$ cat src/rtl/instruction_fetch_unit.sv
// Instruction fetch stage: owns the PC and fetches one 32-bit word per fetch_enable
// assertion over a req/ack memory bus, flagging misaligned PCs and memory timeouts.
module instruction_fetch_unit #(
  parameter logic [31:0] RESET_PC       = 32'h0000_0000,
  parameter int unsigned TIMEOUT_CYCLES = 16,
  parameter logic [31:0] NOP_INSTR      = 32'h0000_0013
) (
  input  logic        clk,
  input  logic        reset_n,
  input  logic        fetch_enable,
  output logic        fetch_done,
  output logic [31:0] instruction,
  output logic        fetch_error,
  output logic [31:0] pc,
  input  logic        pc_load,
  input  logic [31:0] pc_load_value,
  output logic        imem_req,
  output logic [31:0] imem_addr,
  input  logic        imem_ack,
  input  logic [31:0] imem_rdata,
  output logic [1:0]  fsm_state
);

  localparam int CW = $clog2(TIMEOUT_CYCLES) + 1;
  localparam logic [CW-1:0] CNT_LAST = CW'(TIMEOUT_CYCLES - 1);

  typedef enum logic [1:0] {
    IDLE    = 2'd0,
    BUSY    = 2'd1,
    RELEASE = 2'd2
  } state_t;

  state_t        state, state_n;
  logic [CW-1:0] cnt, cnt_n;
  logic [31:0]   pc_n, addr_n, instr_n;
  logic          req_n, done_n, err_n;

  assign fsm_state = state;

  // Handshake: imem_req rises with imem_addr and holds both stable until the edge
  // that samples imem_ack=1 (or the timeout edge); ack is ignored while req is low.
  always_comb begin
    state_n = state;
    cnt_n   = cnt;
    pc_n    = pc;
    addr_n  = imem_addr;
    req_n   = imem_req;
    done_n  = 1'b0;
    err_n   = fetch_error;
    instr_n = instruction;
    case (state)
      IDLE: begin
        if (fetch_enable) begin
          if (pc[1:0] != 2'b00) begin
            done_n  = 1'b1;
            err_n   = 1'b1;
            instr_n = NOP_INSTR;
            state_n = RELEASE;
          end else begin
            req_n   = 1'b1;
            addr_n  = pc;
            cnt_n   = '0;
            state_n = BUSY;
          end
        end
      end
      BUSY: begin
        // An ack arriving on the timeout edge still completes normally.
        if (imem_ack) begin
          instr_n = imem_rdata;
          done_n  = 1'b1;
          err_n   = 1'b0;
          req_n   = 1'b0;
          pc_n    = pc + 32'd4;
          state_n = RELEASE;
        end else if (cnt == CNT_LAST) begin
          instr_n = NOP_INSTR;
          done_n  = 1'b1;
          err_n   = 1'b1;
          req_n   = 1'b0;
          state_n = RELEASE;
        end else begin
          cnt_n = cnt + 1'b1;
        end
      end
      RELEASE: begin
        if (!fetch_enable) state_n = IDLE;
      end
      default: state_n = IDLE;
    endcase
    // Redirect wins over the post-fetch increment; imem_addr is left alone.
    if (pc_load) pc_n = pc_load_value;
  end

  always_ff @(posedge clk or negedge reset_n) begin
    if (!reset_n) begin
      state       <= IDLE;
      cnt         <= '0;
      pc          <= RESET_PC;
      imem_addr   <= 32'h0;
      imem_req    <= 1'b0;
      fetch_done  <= 1'b0;
      fetch_error <= 1'b0;
      instruction <= NOP_INSTR;
    end else begin
      state       <= state_n;
      cnt         <= cnt_n;
      pc          <= pc_n;
      imem_addr   <= addr_n;
      imem_req    <= req_n;
      fetch_done  <= done_n;
      fetch_error <= err_n;
      instruction <= instr_n;
    end
  end

endmodule

$ cat config.mk
export PLATFORM = sky130hd
export DESIGN_NAME = instruction_fetch_unit
export DESIGN_NICKNAME = d
export VERILOG_FILES = /design/src/rtl/instruction_fetch_unit.sv
export SDC_FILE = /design/constraint.sdc
export NUM_CORES = 1
export LEC_CHECK = 0
export CELL_PAD_IN_SITES_DETAIL_PLACEMENT = 0
export CELL_PAD_IN_SITES_GLOBAL_PLACEMENT = 2
export CORE_ASPECT_RATIO = 0.75
export CORE_MARGIN = 5
export CORE_UTILIZATION = 28
export DETAILED_ROUTE_END_ITERATION = 16
export GPL_TIMING_DRIVEN = 0
export PLACE_DENSITY_LB_ADDON = 0.3
export SYNTH_ARGS = -nofsm -noshare
export SYNTH_HDL_FRONTEND = slang
export SYNTH_SLANG_ARGS = --single-unit
$ cat constraint.sdc
create_clock -name clk -period 2.1 [get_ports clk]
set_clock_uncertainty 0.05 [all_clocks]
set_input_delay 0.42 -clock clk [delete_from_list [all_inputs] [get_ports clk]]
set_output_delay 0.42 -clock clk [all_outputs]
set_load 0.005 [all_outputs]
Word-level counts from Yosys, hierarchy flattened
Index checks and enable logic that the tools add are counted.
{"block": "word_totals", "register_bits": 106, "latchBits": 0, "ram_bits": 0, "mem_bits_ro": 0, "out_inout_bits": 101, "n_memories": 0}
{"block": "op_classes", "n_addsub": 2, "n_mul": 0, "n_div": 0, "n_lt_le_gt_ge": 0, "n_eq_ne": 10, "shifts": 0, "muxes": 34, "n_bitwise": 1, "n_reduce_logical": 11}
{"operator": "2-to-1 mux 32 bit", "n": 7}
{"operator": "one-hot mux 32 bit (2 select lines)", "n": 1}
{"operator": "adder 32 x 3 -> 32 bit, second input constant", "n": 1}
{"operator": "2-to-1 mux 5 bit", "n": 4}
{"operator": "2-to-1 mux 1 bit", "n": 12}
{"operator": "!= test 2 bit, second input constant", "n": 6}
{"operator": "2-to-1 mux 2 bit", "n": 5}
{"operator": "one-hot mux 5 bit (2 select lines)", "n": 1}
{"operator": "AND reduction 4 bit", "n": 2}
{"operator": "nonzero test 2 bit", "n": 4}
{"operator": "one-hot mux 1 bit (2 select lines)", "n": 3}
{"operator": "one-hot mux 2 bit (3 select lines)", "n": 1}
{"operator": "AND reduction 3 bit", "n": 2}
{"operator": "adder 5 x 1 -> 5 bit, second input constant", "n": 1}
{"operator": "equality test 5 x 4 -> 1 bit, second input constant", "n": 1}
{"operator": "AND reduction 5 bit", "n": 1}
{"operator": "!= test 3 bit, second input constant", "n": 1}
{"operator": "equality test 2 x 1 -> 1 bit, second input constant", "n": 1}
{"operator": "equality test 2 bit, second input constant", "n": 1}
{"operator": "zero test 2 bit", "n": 1}
{"operator": "AND reduction 2 bit", "n": 1}
{"operator": "NOT 1 bit", "n": 1}

Logic depth before layout (Yosys ltp)
Gate-level depths: netlist (run 1).
{"block": "logic_depth", "word_depth": 4, "depth_mapped": 8, "ltp_nobuf": 8}

Worst setup path after synthesis (run 1)
Ideal clock, no wire load.
{"block": "synth_path", "kind": "register to register", "from": "register state[1], in the netlist fsm_state[1]", "to": "register pc[21]", "setup_time_ns": 0.125, "t_arrival_ns": 1.715, "required_time_ns": 1.925, "path_slack_ns": 0.210, "stages_incl_launch_ff": 6, "path_buffers": 0, "cell_sequence": "dfrtp_1 > nand3b_4 > or3_1 > nor4_1 > xor2_1 > mux2_2"}
{"block": "synth_between", "elab_chain_len": 3}
{"item": "start: declaration", "line_no": "33", "rtl": "state_t state, state_n;"}
{"item": "start signal: assignment", "line_no": "106", "rtl": "state <= state_n;"}
{"item": "equality test 2 x 1 -> 1 bit", "line_no": "51", "rtl": "case (state)"}
{"item": "nonzero test 2 bit (no line)"}
{"item": "AND reduction 2 bit (no line)"}
{"item": "end signal: assignment", "line_no": "108", "rtl": "pc <= pc_n;"}
{"item": "end: declaration", "line_no": "14", "rtl": "output logic [31:0] pc,"}
No other way between the ends.
A chain may end at the register's enable or synchronous reset.

Worst setup path after layout (run 1)
{"block": "layout_path", "from": "register pc[15]", "to": "register pc[29]"}
{"block": "layout_between", "elab_chain_len": 4}
{"item": "adder 32 x 3 -> 32 bit", "line_no": "74", "rtl": "pc_n = pc + 32'd4;"}
{"item": "2-to-1 mux 32 bit", "line_no": "69", "rtl": "if (imem_ack) begin"}
{"item": "2-to-1 mux 32 bit", "line_no": "51"}
{"item": "2-to-1 mux 32 bit", "line_no": "92", "rtl": "if (pc_load) pc_n = pc_load_value;"}
No other way between the ends. The select of a mux whose other input is x is not followed.

==> results of run 1 <==
-- layout make-up --
type / count / area (µm²) / share of cell area [%]
multi-input combinational: 253 / 1910 / 27.5
clock inverter: 4 / 50.0 / 0.718
clock buffer: 12 / 256 / 3.68
inverter: 2 / 7.51 / 0.108
timing repair buffer: 170 / 1710 / 24.6
sequential: 106 / 2660 / 38.2
tap: 210 / 263 / 3.77
buffer: 19 / 105 / 1.51
-- what timing repair did --
action,CTS,global route
setup buffers,0,1
resized for setup,19,12
pin swaps,1,3
gates cloned,0,0
endpoints found under the hold margin,0,0
hold buffers,0,0
endpoints found under the setup margin,74,40
-- cells in the mapped netlist, drive strengths merged, types with 5 or more instances --
library cell	count	area (µm²)
clkbuf	15	56.3
nand2	43	161
xor2	16	140
and3	8	50.1
dfrtp	103	2580
a22o	29	254
mux2	34	383
nor3	5	25.0
nand4	9	56.3
o21ai	35	183
xnor2	15	131
buf	5	27.5
nor4	7	83.8
nor2	10	37.5
nand3	14	80.1
-- layer usage --
layer / wire length, µm / GRT usage [%]
met1: 6910 / 21.7
met2: 6450 / 22.2
met3: 682 / 4.26
met4: 174 / 4.41
met5: 0 / 0
-- critical path, delay by kind of cell, from the launching register on --
| family | cells | cell delay (ns) |
|---|---|---|
| DFF | 1 | 0.51 |
| and+or+nand+nor | 3 | 1.06 |
| xor gates and xnor gates | 1 | 0.17 |
| AOI/OAI and AO/OA | 1 | 0.08 |
-- logic make-up (layout without fill, tap and decap cells) --
family | count (synthesis) | in the layout | share of synthesized area, %
AO/OA/AOI/OAI | 69 | 69 | 10.4
XOR/XNOR | 31 | 31 | 5.92
adder cells (fa/ha/maj) | 3 | 3 | 0.818
buffers and inverters | 22 | 207 | 1.99
flip-flops | 106 | 106 | 57.9
multiplexers | 36 | 36 | 8.78
AND/OR/NAND/NOR | 114 | 114 | 14.2
-- power by group through the flow --
| stage | logic [W] | registers (W) | clock network, W |
|---|---|---|---|
| floorplan | 0.000657 | 0.00296 | 0 |
| global placement | 0.00207 | 0.00295 | 0 |
| detailed placement | 0.00209 | 0.00297 | 0 |
| CTS | 0.00211 | 0.00295 | 0.00182 |
| global route | 0.00225 | 0.00302 | 0.00190 |
| finish | 0.00207 | 0.00294 | 0.00177 |
-- final timing paths --
kind	from	end	slack (ns)	cells past startpoint
max	pc[15]	pc[29]	0.08	5
min	reset_n	imem_addr[20]	0.07	1
max reg2reg	pc[15]	pc[29]	0.08	5
min reg2reg	fetch_error	fetch_error	0.44	1
max in group asynchronous	reset_n	fsm_state[1]	1.18	2
min in group clk	fetch_error	fetch_error	0.44	1
-- registers in the layout, summed over array words and instances (netlist names) --
signal	count
imem_addr	32
cnt	5
fetch_done	1
imem_req	1
instruction	32
fetch_error	1
pc	32
fsm_state	2
-- metrics by stage --
stage,utilization (%),instances,setup slack (ns),hold WS (ns),instance area [µm²]
6_report,43.4,776,0.0829,0.0689,6970
5_1_grt,43.4,776,-0.0312,0.119,6970
4_1_cts,43.1,776,0.0210,0.0919,6930
3_5_place_dp,40.8,760,-0.799,0.429,6560
3_3_place_gp,40.7,759,-3.70,0.427,6530
2_1_floorplan,-,381,0.210,0.0744,4590
==> results.txt, run 1 <==
final-report hold violation count: 0
Mapped Avg Cell Area: 12.0 µm²
relative slew slack: 51.1%
synth-to-layout area growth: 52.0%
critical setup path kind: flop to flop
crit path cell chain: nand4_1 > nor4_2 > nor4b_2 > xnor2_1 > o21ai_1
starting utilization of the core area: 28.6%
iteration-0 DRC count of the detailed router: 150
time the worst path needs with I/O delays and setup: 2.02 ns
Core ar.: 16100 µm²
PwrDens: 973 nW/µm²
number of synthesized flops with an enable pin: 0
maximum clock rate: 496 MHz
count of input and output buffers: 168
antenna violation net count after detailed routing: 0
nets@finish: 633
max-cap violations: 0
vias in the first global route: 3821
overall overflow remaining after global route: 0
switching power summed over all nets: 0.00182 W
HPWL after DPL: 10500 µm
placer's final routability congestion estimate: 0.729
unrepaired setup endpoints after global routing: yes
pin count of the biggest net entering global routing: 55
Die Height: 121 µm
per-cell via count in the routed design: 4.66
number of top-level design ports: 170
number of synthesis warnings: 0
detailed-route via count: 3615
sequential power share: 43.4%
TritonCTS clock tree: built
Setup-failing EPs final: 0
Power Internal: 0.00496 W
worst min-delay path class: input pin to async pin
Worst EP arrival: 2.18 ns
clock network fraction of design power: 26.0%
total wirelength of the detailed-routed design: 14200 µm
required time of the critical path: 2.26 ns
number of clock sinks: 106
outcome: completed
slew of the pin with the lowest slew margin: 0.734 ns
CTS clock-pin slew for the worst setup and hold paths: 0.07 ns
total CTS buffers: 9
Post-synth top flop: sky130_fd_sc_hd__dfrtp_1
standard-cell row count: 40
fraction of final layout cells with drive strength greater than 1: 15.7%
# fillers: 1551
count of unresolved DRC violations after routing: 0
die footprint: 19100 µm²
highest-count cells in the layout ignoring fill and taps: sky130_fd_sc_hd__clkdlybuf4s50_1, sky130_fd_sc_hd__dfrtp_1, sky130_fd_sc_hd__nand2_1
die width: 158 µm
commonest non-fill, non-tap cell in the layout: sky130_fd_sc_hd__clkdlybuf4s50_1
setup tns final: 0 ns
overall fraction of global-route tracks in use: 15.1%
antenna violations before repair: 0
wire length of the first global-routing pass: 22200 µm
highest net fanout along the worst path: 8
final total power: 0.00678 W
H-tree levels: 3
Initial DRT Pass Iterations: 4
buffer cell driving the clock tree root: sky130_fd_sc_hd__clkbuf_16
portion of the clock cycle consumed by the worst path in the final layout: 96.1%
Post-synth ARST share: 100%
Synthesized Nets: 453
sequential fraction of the synthesis area: 57.9%
Slowest cell on crit path: sky130_fd_sc_hd__dfrtp_1
clock insertion delay at the later pin of the skew report: 0.35 ns
number of slew-limit violations in the final report: 0
number of diodes added for antenna fixing: 0
Max rail drop VDD: 554 µV
Worst path max stage delay: 0.51 ns
detail-routed net length per standard cell: 18.3 µm
Seq cells post-synth: 106
Net Sw Frac: 26.9%
netlist area before placement: 4590 µm²
number of buffers on the longest clock path: 2
cell leakage power: 2.87 nW
Critical Path End Type: flop
post-synthesis cell type count: 40
startpoint types: flop
synthesized instance count: 381
relative contribution of combinational cells to total power: 30.5%
No activity file was read; power rests on OpenSTA's default activity.
==> run 2, diff against run 1 <==
TNS_END_PERCENT = 10   (was default)
==> results.txt, run 2 (same netlist as run 1, synthesis figures left out) <==
number of top-level design ports: 170 (unchanged)
Core ar.: 16100 µm² (unchanged)
largest registers ranked by flip-flop count: imem_addr (32), instruction (32), pc (32)
time the worst path needs with I/O delays and setup: 2.01 ns (-0.00431 ns)
buffer cell driving the clock tree root: sky130_fd_sc_hd__clkbuf_16
overall fraction of global-route tracks in use: 15.1% (unchanged)
nets@finish: 634 (+0.16%)
Worst EP arrival: 2.20 ns (+0.02 ns)
antenna violation net count after detailed routing: 0 (unchanged)
number of diodes added for antenna fixing: 0 (unchanged)
die footprint: 19100 µm² (unchanged)
Crit Reg-Reg Endpoint: pc[21]
detailed-route via count: 3610 (-0.14%)
portion of the clock cycle consumed by the worst path in the final layout: 95.8% (-0.21 points)
count of cells along the worst register-to-register path: 5 (unchanged)
highest-count cells in the layout ignoring fill and taps: sky130_fd_sc_hd__clkdlybuf4s50_1, sky130_fd_sc_hd__dfrtp_1, sky130_fd_sc_hd__nand2_1
number of clock sinks: 106 (unchanged)
max-cap violations: 0 (unchanged)
cell leakage power: 2.85 nW (-0.43%)
number of buffers on the longest clock path: 2 (unchanged)
H-tree levels: 3 (unchanged)
worst min-delay path class: input pin to async pin
Initial DRT Pass Iterations: 4 (unchanged)
Die Height: 121 µm (unchanged)
beginning of the worst register-to-register path: fsm_state[1]
area after detailed placement: 6560 µm² (unchanged)
final-report hold violation count: 0 (unchanged)
synth-to-layout area growth: 51.8%
total CTS buffers: 9 (unchanged)
per-cell via count in the routed design: 4.65 (-0.27%)
relative slew slack: 51.3% (+0.28 points)
Setup-failing EPs final: 0 (unchanged)
PwrDens: 974 nW/µm² (+0.13%)
startpoint types: flop
CTS clock-pin slew for the worst setup and hold paths: 0.07 ns (about the same)
required time of the critical path: 2.29 ns (+0.03 ns)
detail-routed net length per standard cell: 18.3 µm (about the same)
slew of the pin with the lowest slew margin: 0.730 ns (-0.00426 ns)
die width: 158 µm (unchanged)
highest net fanout along the worst path: 10 (+2)
HPWL after DPL: 10500 µm (unchanged)
count of input and output buffers: 168 (unchanged)
worst setup slack for register-to-register paths: 0.09 ns (about the same)
standard-cell row count: 40 (unchanged)
count of unresolved DRC violations after routing: 0 (unchanged)
commonest non-fill, non-tap cell in the layout: sky130_fd_sc_hd__clkdlybuf4s50_1
Max rail drop VDD: 554 µV (about the same)
pin count of the biggest net entering global routing: 55 (unchanged)
count of placed standard cells in the final layout, fillers left out: 777 (+0.13%)
iteration-0 DRC count of the detailed router: 166 (+11%)
starting utilization of the core area: 28.6% (unchanged)
clock insertion delay at the later pin of the skew report: 0.35 ns (about the same)
number of slew-limit violations in the final report: 0 (unchanged)
vias in the first global route: 3821 (unchanged)
TritonCTS clock tree: built
fraction of final layout cells with drive strength greater than 1: 15.7% (-0.028 points)
wire length of the first global-routing pass: 22200 µm (unchanged)
unrepaired setup endpoints after global routing: yes
placed cell count: 760 (unchanged)
Final Core Density: 43.3% (-0.055 points)
final cell area excluding filler cells: 6960 µm² (-0.13%)
critical setup path kind: flop to flop
antenna violations before repair: 0 (unchanged)
outcome: completed
maximum clock rate: 497 MHz (+0.21%)
overall overflow remaining after global route: 0 (unchanged)
placer's final routability congestion estimate: 0.729 (unchanged)
total wirelength of the detailed-routed design: 14200 µm (about the same)
Critical Path End Type: flop
-- run 2: cell types whose count changed in the layout (fill, tap and decap cells not counted), sizes merged --
| cell | previous run | this run |
|---|---|---|
| clkbuf | 26 | 27 |
-- run 2: power by group --
group | total [W] | switching, W | internal (W)
clock network | 0.00177 | 0.000776 | 0.000990
registers | 0.00294 | 0.000368 | 0.00257
logic | 0.00208 | 0.000678 | 0.00140
total | 0.00678 | 0.00182 | 0.00496
-- run 2: worst max-delay path by stage --
stage,startpoint,endpoint
after CTS,fsm_state[1],pc[30]
after detailed placement,imem_ack,pc[24]
after global routing,cnt[0],instruction[24]
after global placement,reset_n,imem_addr[0]
final,fsm_state[1],pc[21]
after floorplan,fsm_state[1],pc[21]
-- run 2: layout make-up --
class | count | area (µm²)
multi-input cells | 253 | 1900
plain buffers | 20 | 110
clock buffers | 12 | 256
inverters | 2 | 7.51
repair buffers | 170 | 1710
fillers | 1551 | 9100
well taps | 210 | 263
clock inverters | 4 | 50.0
flip-flops and latches | 106 | 2660
-- run 2: metal layers --
layer	wire, µm	global-route usage, %	vias up
met1	6820	21.7	1787
li1	-	-	1717
met5	0	0	-
met3	777	4.26	14
met2	6440	22.2	92
met4	191	4.41	0
-- run 2: repair_timing --
action | CTS | global route
setup buffers | 0 | 1
resized for setup | 17 | 16
hold buffers | 0 | 0
gates cloned | 0 | 0
setup endpoints to repair | 74 | 54
pin swaps | 1 | 2
-- run 2: stage by stage --
stage	hold WS, ns	power (W)	setup TNS [ns]	setup slack, ns
after floorplan	0.0744	0.00361	0	0.210
after global placement	0.427	0.00502	-416.52	-3.70
after detailed placement	0.429	0.00505	-33.70	-0.799
after CTS	0.0919	0.00688	0	0.0210
after global routing	0.119	0.00717	-0.325	-0.0312
final	0.0664	0.00678	0	0.0873
-- run 2: critical path: stages (launching register included) --
cell	delay, ns
sky130_fd_sc_hd__dfrtp_2	0.48
sky130_fd_sc_hd__nand3b_4	0.24
sky130_fd_sc_hd__or3_4	0.47
sky130_fd_sc_hd__nor4_4	0.29
sky130_fd_sc_hd__xor2_1	0.10
sky130_fd_sc_hd__mux2_2	0.27
==> run 3, diff against run 2 <==
GPL_ROUTABILITY_DRIVEN = 0   (was default)
==> results of run 3 <==
Final layout, timing and power as in run 2 (identical DEF).
